===== config.mk =====
export PLATFORM = sky130hd
export DESIGN_NAME = game_sequencer_flat
export DESIGN_NICKNAME = d
export VERILOG_FILES = /design/src/rtl/game_sequencer_if.sv /design/src/rtl/game_sequencer.sv /design/src/flat_wrapper.sv
export SDC_FILE = /design/constraint.sdc
export NUM_CORES = 1
export LEC_CHECK = 0
export ABC_AREA = 1
export BUFFER_PORTS_ARGS = -buffer_cell sky130_fd_sc_hd__buf_2
export CAP_MARGIN = 40
export CORE_UTILIZATION = 60
export CTS_CLUSTER_DIAMETER = 120
export DETAILED_ROUTE_END_ITERATION = 8
export GPL_TIMING_DRIVEN = 0
export PLACE_DENSITY = 0.82
export REMOVE_ABC_BUFFERS = 1
export SYNTH_ARGS = -nofsm -noshare
export SYNTH_HDL_FRONTEND = slang
export SYNTH_SLANG_ARGS = --single-unit

===== constraint.sdc =====
create_clock -name clk -period 3.6 [get_ports clk]
set_clock_uncertainty 0.2 [all_clocks]
set_input_delay 0 -clock clk [delete_from_list [all_inputs] [get_ports clk]]
set_output_delay 0 -clock clk [all_outputs]
set_load 0.05 [all_outputs]

===== src/rtl/game_sequencer_if.sv =====
// game_sequencer_if: player, random-source and cell select/fire signals of the game sequencer.
interface game_sequencer_if;
  logic [2:0] rand_in;
  logic user_fire;
  logic user_nrow;
  logic [3:0] user_row_column;
  logic user_error;
  logic mix_req;
  logic win;
  logic cell_fire;
  logic cell_nrow;
  logic [3:0] cell_row_column;
  logic scramble_active;
  logic won;
  logic [13:0] move_count;
  logic [1:0] state;
  modport master (
    output rand_in, user_fire, user_nrow, user_row_column, user_error, mix_req, win,
    input cell_fire, cell_nrow, cell_row_column, scramble_active, won, move_count, state
  );
  modport slave (
    input rand_in, user_fire, user_nrow, user_row_column, user_error, mix_req, win,
    output cell_fire, cell_nrow, cell_row_column, scramble_active, won, move_count, state
  );
endinterface


===== src/rtl/game_sequencer.sv =====
// game_sequencer: scrambles the 4x4 grid, hands the select/fire path to the player, counts moves and latches the win.
module game_sequencer #(
  parameter int SCRAMBLE_MOVES = 16,
  parameter int FIRE_GAP = 15,
  parameter int SETTLE_CYCLES = 4
) (
  input logic clk,
  input logic reset,
  game_sequencer_if.slave bus
);
  localparam int GW = FIRE_GAP > 1 ? $clog2(FIRE_GAP) : 1;
  localparam int IW = $clog2(SCRAMBLE_MOVES + 1);
  localparam int SW = SETTLE_CYCLES > 1 ? $clog2(SETTLE_CYCLES) : 1;
  localparam logic [GW-1:0] GAP_LAST = GW'(FIRE_GAP - 1);
  localparam logic [IW-1:0] MOVES_N = IW'(SCRAMBLE_MOVES);
  localparam logic [SW-1:0] SETTLE_LAST = SW'(SETTLE_CYCLES - 1);
  localparam logic [13:0] MOVE_MAX = 14'd9999;
  typedef enum logic [1:0] {SCRAMBLE = 2'b00, CHECK = 2'b01, PLAY = 2'b10, WON = 2'b11} state_t;
  state_t st;
  logic [GW-1:0] gap;
  logic [IW-1:0] issued;
  logic [SW-1:0] settle;
  logic fire, nrow, won_r, active;
  logic [3:0] rc;
  logic [13:0] moves;
  logic accept;
  assign accept = bus.user_fire & ~bus.user_error;
  always_ff @(posedge clk) begin
    if (reset) begin
      st <= SCRAMBLE;
      gap <= '0;
      issued <= '0;
      settle <= '0;
      fire <= 1'b0;
      nrow <= 1'b0;
      rc <= '0;
      moves <= '0;
      won_r <= 1'b0;
      active <= 1'b1;
    end else begin
      fire <= 1'b0;
      case (st)
        SCRAMBLE: begin
          if (issued == MOVES_N) begin
            st <= CHECK;
            gap <= '0;
          end else if (gap == GAP_LAST) begin
            gap <= '0;
            issued <= issued + 1'b1;
            fire <= 1'b1;
            nrow <= bus.rand_in[2];
            rc <= 4'b0001 << bus.rand_in[1:0];
          end else begin
            gap <= gap + 1'b1;
          end
        end
        CHECK: begin
          if (settle == SETTLE_LAST) begin
            settle <= '0;
            gap <= '0;
            issued <= '0;
            st <= bus.win ? SCRAMBLE : PLAY;
            active <= bus.win;
          end else begin
            settle <= settle + 1'b1;
          end
        end
        PLAY: begin
          if (bus.mix_req) begin
            st <= SCRAMBLE;
            moves <= '0;
            gap <= '0;
            issued <= '0;
            active <= 1'b1;
          end else if (bus.win) begin
            // a fire coinciding with the win is neither forwarded nor counted
            st <= WON;
            won_r <= 1'b1;
            rc <= '0;
          end else begin
            nrow <= bus.user_nrow;
            rc <= bus.user_error ? 4'b0000 : bus.user_row_column;
            fire <= accept;
            moves <= (accept && moves != MOVE_MAX) ? moves + 1'b1 : moves;
          end
        end
        WON: begin
          if (bus.mix_req) begin
            st <= SCRAMBLE;
            moves <= '0;
            gap <= '0;
            issued <= '0;
            won_r <= 1'b0;
            active <= 1'b1;
          end
        end
      endcase
    end
  end
  assign bus.cell_fire = fire;
  assign bus.cell_nrow = nrow;
  assign bus.cell_row_column = rc;
  assign bus.scramble_active = active;
  assign bus.won = won_r;
  assign bus.move_count = moves;
  assign bus.state = st;
endmodule


===== src/flat_wrapper.sv =====
// flat-port wrapper written by rule: the top's interface ports become plain ports
module game_sequencer_flat 
#(
  parameter int SCRAMBLE_MOVES = 16,
  parameter int FIRE_GAP = 15,
  parameter int SETTLE_CYCLES = 4
)
  (clk, reset, bus_rand_in, bus_user_fire, bus_user_nrow, bus_user_row_column, bus_user_error, bus_mix_req, bus_win, bus_cell_fire, bus_cell_nrow, bus_cell_row_column, bus_scramble_active, bus_won, bus_move_count, bus_state);
  game_sequencer_if bus_i ();
  input logic clk;
  input logic reset;
  input wire logic [$bits(bus_i.rand_in)-1:0] bus_rand_in;
  input wire logic [$bits(bus_i.user_fire)-1:0] bus_user_fire;
  input wire logic [$bits(bus_i.user_nrow)-1:0] bus_user_nrow;
  input wire logic [$bits(bus_i.user_row_column)-1:0] bus_user_row_column;
  input wire logic [$bits(bus_i.user_error)-1:0] bus_user_error;
  input wire logic [$bits(bus_i.mix_req)-1:0] bus_mix_req;
  input wire logic [$bits(bus_i.win)-1:0] bus_win;
  output wire logic [$bits(bus_i.cell_fire)-1:0] bus_cell_fire;
  output wire logic [$bits(bus_i.cell_nrow)-1:0] bus_cell_nrow;
  output wire logic [$bits(bus_i.cell_row_column)-1:0] bus_cell_row_column;
  output wire logic [$bits(bus_i.scramble_active)-1:0] bus_scramble_active;
  output wire logic [$bits(bus_i.won)-1:0] bus_won;
  output wire logic [$bits(bus_i.move_count)-1:0] bus_move_count;
  output wire logic [$bits(bus_i.state)-1:0] bus_state;
  assign bus_i.rand_in = bus_rand_in;
  assign bus_i.user_fire = bus_user_fire;
  assign bus_i.user_nrow = bus_user_nrow;
  assign bus_i.user_row_column = bus_user_row_column;
  assign bus_i.user_error = bus_user_error;
  assign bus_i.mix_req = bus_mix_req;
  assign bus_i.win = bus_win;
  assign bus_cell_fire = bus_i.cell_fire;
  assign bus_cell_nrow = bus_i.cell_nrow;
  assign bus_cell_row_column = bus_i.cell_row_column;
  assign bus_scramble_active = bus_i.scramble_active;
  assign bus_won = bus_i.won;
  assign bus_move_count = bus_i.move_count;
  assign bus_state = bus_i.state;
  game_sequencer #(.SCRAMBLE_MOVES(SCRAMBLE_MOVES), .FIRE_GAP(FIRE_GAP), .SETTLE_CYCLES(SETTLE_CYCLES)) u_core (.clk(clk), .reset(reset), .bus(bus_i));
endmodule

==> metrics.cfg, run 1 <==
[pwr]
switchingPower_uw=661
total_leakage_power_nw=1.22
power.switching_fraction_pct=46.6
power.combinational.fraction_pct=45.0
power.internal_uw=758
worst_ir_drop_vdd_uv=370
seq_power_share_pct=37.3
totalPowerFinal_mw=1.42
clkPwrFrac_pct=17.6
pwr_density_cell_nw_per_um2=537

[routing]
drt-total-wl_microns=5720
route.detailed.wl_per_inst_microns=13.4
route.detailed.vias_per_inst=5.32
antenna_left=0
drc=0
detailroute.via_count=2279
drt_first_iter_violations=159
drt_pass1_iterations=5

[logic_synthesis]
synth_cells=325
synth_edf_count=0
synth_async_sr_flop_share_pct=0
yosys-top-cells-count=sky130_fd_sc_hd__nand2_1, sky130_fd_sc_hd__nor2_1, sky130_fd_sc_hd__dfxtp_1, sky130_fd_sc_hd__inv_1, sky130_fd_sc_hd__nand3_1
simple_gate_portion_of_the_synthesized_area_pct=42.3
yosysMostFrequentCell=sky130_fd_sc_hd__nand2_1
yosys.area.top_type_share_pct=31.8
yosys_top_cell_by_area=sky130_fd_sc_hd__dfxtp_1
synth_area_per_cell_sq_um=6.78
yosys_most_used_dff=sky130_fd_sc_hd__dfxtp_1
post_synth_xor_area_fraction_pct=1.19
register_area_share_after_synthesis_pct=31.8
synth_top_family_by_area=simple AND/OR/NAND/NOR gates
synth_cell_type_count=35
post_synth_fa_ha_maj_area_fraction_pct=3.41
synth-compound-area-share_pct=11.6
synthMuxAreaShare_pct=0
count_of_warnings_emitted_by_yosys=0
syn-cell-area_sq_um=2200
synthTopCellsByArea=sky130_fd_sc_hd__dfxtp_1, sky130_fd_sc_hd__nand2_1, sky130_fd_sc_hd__nor2_1
synth.ff_latch_count=35

[clock_network]
number_of_sinks_on_the_clock_net=35
ctsLongestPathBuffers=2
cts_tree=yes
insertion_delay_ps=340
ctsRootBufferMaster=sky130_fd_sc_hd__clkbuf_4
tritoncts.num_buffers=5
clock_pin_slew_reported_for_the_worst_setup_and_hold_paths_after_clock_tree_synthesis_ps=120
htree_num_levels=2

[floorplanning]
die-height_microns=62.6
core_sq_um=3420
floorplan.die_area_sq_um=3920
die_width_microns=62.6
io-pin-count=38
floorplan.rows=21
floorplan.initialDensity_pct=64.5

[sta]
fin_setup_tns_ps=0
period_share_pct=66.6
hold_viol_final=0
rsz_0062_raised_after_global_routing=false
max-slew-margin-rel_pct=54.3
slew_violations=0
worst-slew-pin-transition_ps=685
finalWorstPathRequiredPeriod_ps=2400
finalSetupViolations=0
achievable-frequency_mhz=417

[critical_path]
setup.worst_path.class=register to register
r2r-end=u_core.bus.cell_row_column[1]
path_common_cell=sky130_fd_sc_hd__nor2_1
critical_path_required_time_ps=3670
r2r_slack_ps=1200
path_delay_family=buffers and inverters
critical_path.slowest_cell=sky130_fd_sc_hd__dfxtp_1
worst_path_largest_cell_delay_ps=650
worst-path-max-fanout=9
critical_path_cell_count=7
critical_path_buf_inv_count=2
timing.critical_path.to_type=register
crit_chain=inv_4 -> nor2_4 -> nand2_1 -> o22ai_1 -> dlygate4sd3_1 -> nor2_1 -> nor2_1
critical_path.reg2reg.startpoint=u_core.bus.state[1]
start_kind=register
critPathArrivalTime_ps=2470
r2r.worst_path.cells=7

[min_path]
min_delay_path_depth=4
hold-path-endpoint=u_core.bus.scramble_active
hp-start=bus_win
min-delay-path-class=input port to register

[run]
cap_violations=0

[finish]
num-nets-final=401
filler_cell_count=248
post_route_cells_drive_above_1_share_pct=23.0
area_growth_pct=19.9
insertedDiodeCount=0

[placement]
place.port_buffers=37
globalplace.congestion=0.887
dp_hpwl_microns=3600

[global_routing]
grt_max_degree=22
grt_pass1_wl_microns=9610
number_of_antenna_violations_at_the_first_check_in_global_routing=0
number_of_global_route_vias_before_repair=2152
grt.overflow.total=0
grt_use_total_pct=30.5

[status]
run_status=complete, no violations

## kinds of logic (layout without fill, tap and decap cells)
family / Yosys count / after routing
xor+xnor: 3 / 3
simple gates: 190 / 190
compound gates: 43 / 43
buf+inv: 48 / 105
flops: 35 / 35
fa+ha+maj: 6 / 6
## flip-flops by register name, indices dropped and copies added (netlist names)
signal,count
u_core.bus.move_count,14
u_core.issued,5
u_core.bus.cell_row_column,4
u_core.gap,4
u_core.bus.state,2
u_core.settle,2
u_core.bus.cell_fire,1
u_core.bus.cell_nrow,1
u_core.bus.scramble_active,1
u_core.bus.won,1
## metrics by stage
stage	utilization [%]	hold WS [ps]	cell area, sq um	setup WS [ps]	cells
floorplan	-	-138	2150	1510	319
global placement	70.0	70.0	2390	1680	402
detailed placement	70.0	75.8	2390	1630	402
CTS	77.3	263	2640	1470	428
global route	77.3	297	2640	1150	428
finish	77.3	262	2640	1200	428
## power by group through the flow
stage	Sequential [mW]	Clock, mW	Combinational [mW]
finish	0.530	0.250	0.639
global placement	0.531	0	0.581
CTS	0.526	0.248	0.620
detailed placement	0.535	0	0.594
global route	0.539	0.271	0.699
floorplan	0.656	0	0.341
## layer usage
metal / up-vias / GRT usage (%) / part of all wire, %
met4: 0 / 11.6 / 2.6
met2: 99 / 50.5 / 47
met3: 20 / 6.20 / 7.2
met5: - / 0 / 0
met1: 1010 / 38.8 / 44
li1: 1150 / - / -
## layout by cell type (no fill, tap or decap), drive strengths merged
master | Yosys | layout
o22ai | 4 | 4
a211oi | 1 | 1
buf | 5 | 37
o211ai | 1 | 1
or2 | 3 | 3
clkbuf | 1 | 8
nand3b | 1 | 1
ha | 6 | 6
nor3 | 1 | 1
o32ai | 1 | 1
and3 | 1 | 1
inv | 42 | 42
xor2 | 3 | 3
nand2 | 88 | 88
nand4 | 4 | 4
a41oi | 1 | 1
o21ai | 15 | 15
nand3 | 33 | 33
nor2 | 59 | 59
dfxtp | 35 | 35
dlygate4sd3 | 0 | 18
a21oi | 18 | 18
o31ai | 2 | 2
## worst reg2reg max path: cells and delay by family (launching register included)
family / cells / cell delay [ps]
AND/OR/NAND/NOR: 4 / 520
flip-flops: 1 / 650
buffers and inverters: 2 / 720
AO/OA/AOI/OAI: 1 / 240
## worst max path at each step
stage,from,slack (ps),to
final,u_core.bus.state[1],1200,u_core.bus.cell_row_column[1]
after global routing,u_core.bus.state[1],1150,u_core.bus.cell_row_column[1]
after CTS,u_core.bus.state[1],1470,u_core.bus.cell_row_column[1]
after detailed placement,u_core.bus.move_count[0],1630,u_core.bus.move_count[9]
after global placement,u_core.bus.move_count[0],1680,u_core.bus.move_count[9]
after floorplan,u_core.bus.move_count[0],1510,u_core.bus.move_count[9]
## repair_timing
action	CTS	global route
resized for setup	0	0
hold buffers	18	0
setup endpoints to repair	0	0
hold endpoints to repair	21	0
buffers inserted	0	0
## layout make-up
cell class	instances	area [sq um]	share of cell area, %
Clock buffer	8	68.8	2.61
Inverter	42	160	6.06
Multi-Input combinational cell	242	1290	48.8
Sequential cell	35	701	26.5
Tap cell	46	57.6	2.18
Timing Repair Buffer	55	365	13.8
No activity file was read; power rests on OpenSTA's default activity.
==> run 2: changes to the inputs <==
--- a/config.mk
+++ b/config.mk
@@ -8,11 +8,11 @@
 export ABC_AREA = 1
 export BUFFER_PORTS_ARGS = -buffer_cell sky130_fd_sc_hd__buf_2
 export CAP_MARGIN = 40
-export CORE_UTILIZATION = 60
+export CORE_UTILIZATION = 56
 export CTS_CLUSTER_DIAMETER = 120
 export DETAILED_ROUTE_END_ITERATION = 8
 export GPL_TIMING_DRIVEN = 0
-export PLACE_DENSITY = 0.82
+export PLACE_DENSITY = 0.77
 export REMOVE_ABC_BUFFERS = 1
 export SYNTH_ARGS = -nofsm -noshare
 export SYNTH_HDL_FRONTEND = slang
==> constraint.sdc (replaced) <==
create_clock -name clk -period 2.27 [get_ports clk]
set_clock_uncertainty 0.2 [all_clocks]
set_input_delay 0 -clock clk [delete_from_list [all_inputs] [get_ports clk]]
set_output_delay 0 -clock clk [all_outputs]
set_load 0.05 [all_outputs]
==> run 2 against run 1 <==
  * Worst setup slack worse by 1000 ps
  * Count of clock-buffer cells in the layout fell by 2
  * Sequential cell count unchanged
  * Register-to-register slack lost 1000 ps
  * Via count down 2.6%
  * Sequential share of layout area decreased by 0.47 points
  * Highest routed layer unchanged
  * Clock power is 140% higher
  * Largest power group unchanged
  * Global-route usage shrank 2.6 points
  * Largest cell class unchanged
  * Hold slack better by 19 ps
==> metrics.cfg, run 2 (same netlist as run 1, synthesis figures left out) <==
[status]
run_status=complete, no violations

[floorplanning]
die-height_microns=64.7
core_sq_um=3720
floorplan.initialDensity_pct=59.3
floorplan.die_area_sq_um=4190
io-pin-count=38
floorplan.rows=22
die_width_microns=64.7

[critical_path]
critical_path_required_time_ps=2300
r2r-end=u_core.bus.cell_row_column[0]
critical_path.reg2reg.startpoint=u_core.bus.state[0]
r2r.worst_path.cells=6
start_kind=register
worst-path-max-fanout=6
setup.worst_path.class=register to register
timing.critical_path.to_type=register
r2r_slack_ps=190
critPathArrivalTime_ps=2110

[finish]
area_growth_pct=22.3
most_frequent_cells_in_the_layout=sky130_fd_sc_hd__nand2_1, sky130_fd_sc_hd__nor2_1, sky130_fd_sc_hd__buf_2, sky130_fd_sc_hd__inv_1, sky130_fd_sc_hd__dfxtp_1
layout_commonest_cell=sky130_fd_sc_hd__nand2_1
post_route_design_area_sq_um=2690
insertedDiodeCount=0
post_route_cells_drive_above_1_share_pct=23.6
largest_reg_flops=14
filler_cell_count=329
num-nets-final=401

[sta]
finalSetupViolations=0
finalWorstPathRequiredPeriod_ps=2080
rsz_0062_raised_after_global_routing=false
worst-slew-pin-transition_ps=667
achievable-frequency_mhz=481
hold_viol_final=0
period_share_pct=91.6
fin_setup_tns_ps=0
max-slew-margin-rel_pct=55.5
slew_violations=0

[global_routing]
grt_use_total_pct=27.9
number_of_global_route_vias_before_repair=2155
grt_pass1_wl_microns=9180
grt.overflow.total=0
grt_max_degree=22
number_of_antenna_violations_at_the_first_check_in_global_routing=0

[routing]
drt-total-wl_microns=5270
dr.max_layer_used=met4
drt_pass1_iterations=4
drt_first_iter_violations=129
antenna_left=0
met2_length_microns=2480
route.detailed.vias_per_inst=5.16
route.detailed.wl_per_inst_microns=12.2
met3RoutedLength_microns=302
detailroute.via_count=2220
drc=0
wirelength_met1_microns=2450

[clock_network]
htree_num_levels=2
ctsRootBufferMaster=sky130_fd_sc_hd__clkbuf_8
cts_tree=yes
tritoncts.num_buffers=5
number_of_sinks_on_the_clock_net=35
clock_pin_slew_reported_for_the_worst_setup_and_hold_paths_after_clock_tree_synthesis_ps=70
ctsLongestPathBuffers=2
postCtsSetupBuffers=0
insertion_delay_ps=290

[pwr]
totalPowerFinal_mw=2.44
worst_ir_drop_vdd_uv=720
power.internal_mw=1.38
power.switching_fraction_pct=43.6
switchingPower_mw=1.06
power.combinational.fraction_pct=41.0
total_leakage_power_nw=1.24
seq_power_share_pct=34.4
clkPwrFrac_pct=24.6
pwr_density_cell_nw_per_um2=905

[min_path]
min-delay-path-class=register to register
hp-start=u_core.settle[0]
hold-path-endpoint=u_core.settle[0]
min_delay_path_depth=2

[placement]
dp_hpwl_microns=3480
place.port_buffers=37
dpl_cell_area_sq_um=2390
globalplace.congestion=0.859

[run]
cap_violations=0

run 2: cell types whose count changed in the layout (fill, tap and decap cells not counted), sizes merged:
cell / previous run / this run
clkbuf: 8 / 6
clkinv: 0 / 1
bufinv: 0 / 1
run 2: repair_timing:
item	CTS	global route
gates resized for setup	0	1
endpoints found under the hold margin	19	0
setup endpoints to repair	0	1
hold buffers	18	0
run 2: metal layers:
layer	up-vias	GRT usage, %
li1	1154	-
met3	5	4.93
met1	991	35.4
met5	-	0
met4	0	10.6
met2	70	46.9
run 2: worst max-delay path: stages (launching register included):
cell and delay, ps:
sky130_fd_sc_hd__dfxtp_1 520, sky130_fd_sc_hd__nor2_4 90, sky130_fd_sc_hd__or2_2 320, sky130_fd_sc_hd__o22ai_1 170
sky130_fd_sc_hd__dlygate4sd3_1 590, sky130_fd_sc_hd__nor2_1 40, sky130_fd_sc_hd__nor2_1 90
run 2: how the worst max path moves through the flow:
stage,from,to,cells past startpoint
4_1_cts,u_core.bus.state[1],u_core.bus.cell_row_column[1],7
3_5_place_dp,u_core.bus.move_count[0],u_core.bus.move_count[0],10
2_1_floorplan,u_core.bus.move_count[0],u_core.bus.move_count[9],10
3_3_place_gp,u_core.bus.move_count[0],u_core.bus.move_count[0],10
6_report,u_core.bus.state[0],u_core.bus.cell_row_column[0],6
5_1_grt,u_core.bus.state[0],u_core.bus.cell_row_column[0],6
run 2: layout make-up:
class	instances	area (sq um)	area share, %
clock buffers	6	82.6	3.07
inverters	42	160	5.95
flip-flops and latches	35	702	26.1
repair buffers	55	365	13.6
multi-input cells	242	1290	47.8
well taps	48	60.1	2.23
clock inverters	2	35.0	1.30
run 2: power groups by stage:
stage	registers, mW	clock network (mW)	logic, mW
after floorplan	1.04	0	0.541
after global placement	0.844	0	0.931
after detailed placement	0.847	0	0.946
after CTS	0.834	0.610	0.992
after global routing	0.851	0.636	1.10
final	0.838	0.600	1.00
run 2: per-stage QoR:
stage	cells	setup WS, ps	hold slack [ps]	util (%)
floorplan	319	179	-138	-
global placement	404	315	64.5	64.4
detailed placement	404	314	69.0	64.4
CTS	430	179	278	72.5
global route	430	107	314	72.5
finish	430	191	281	72.5
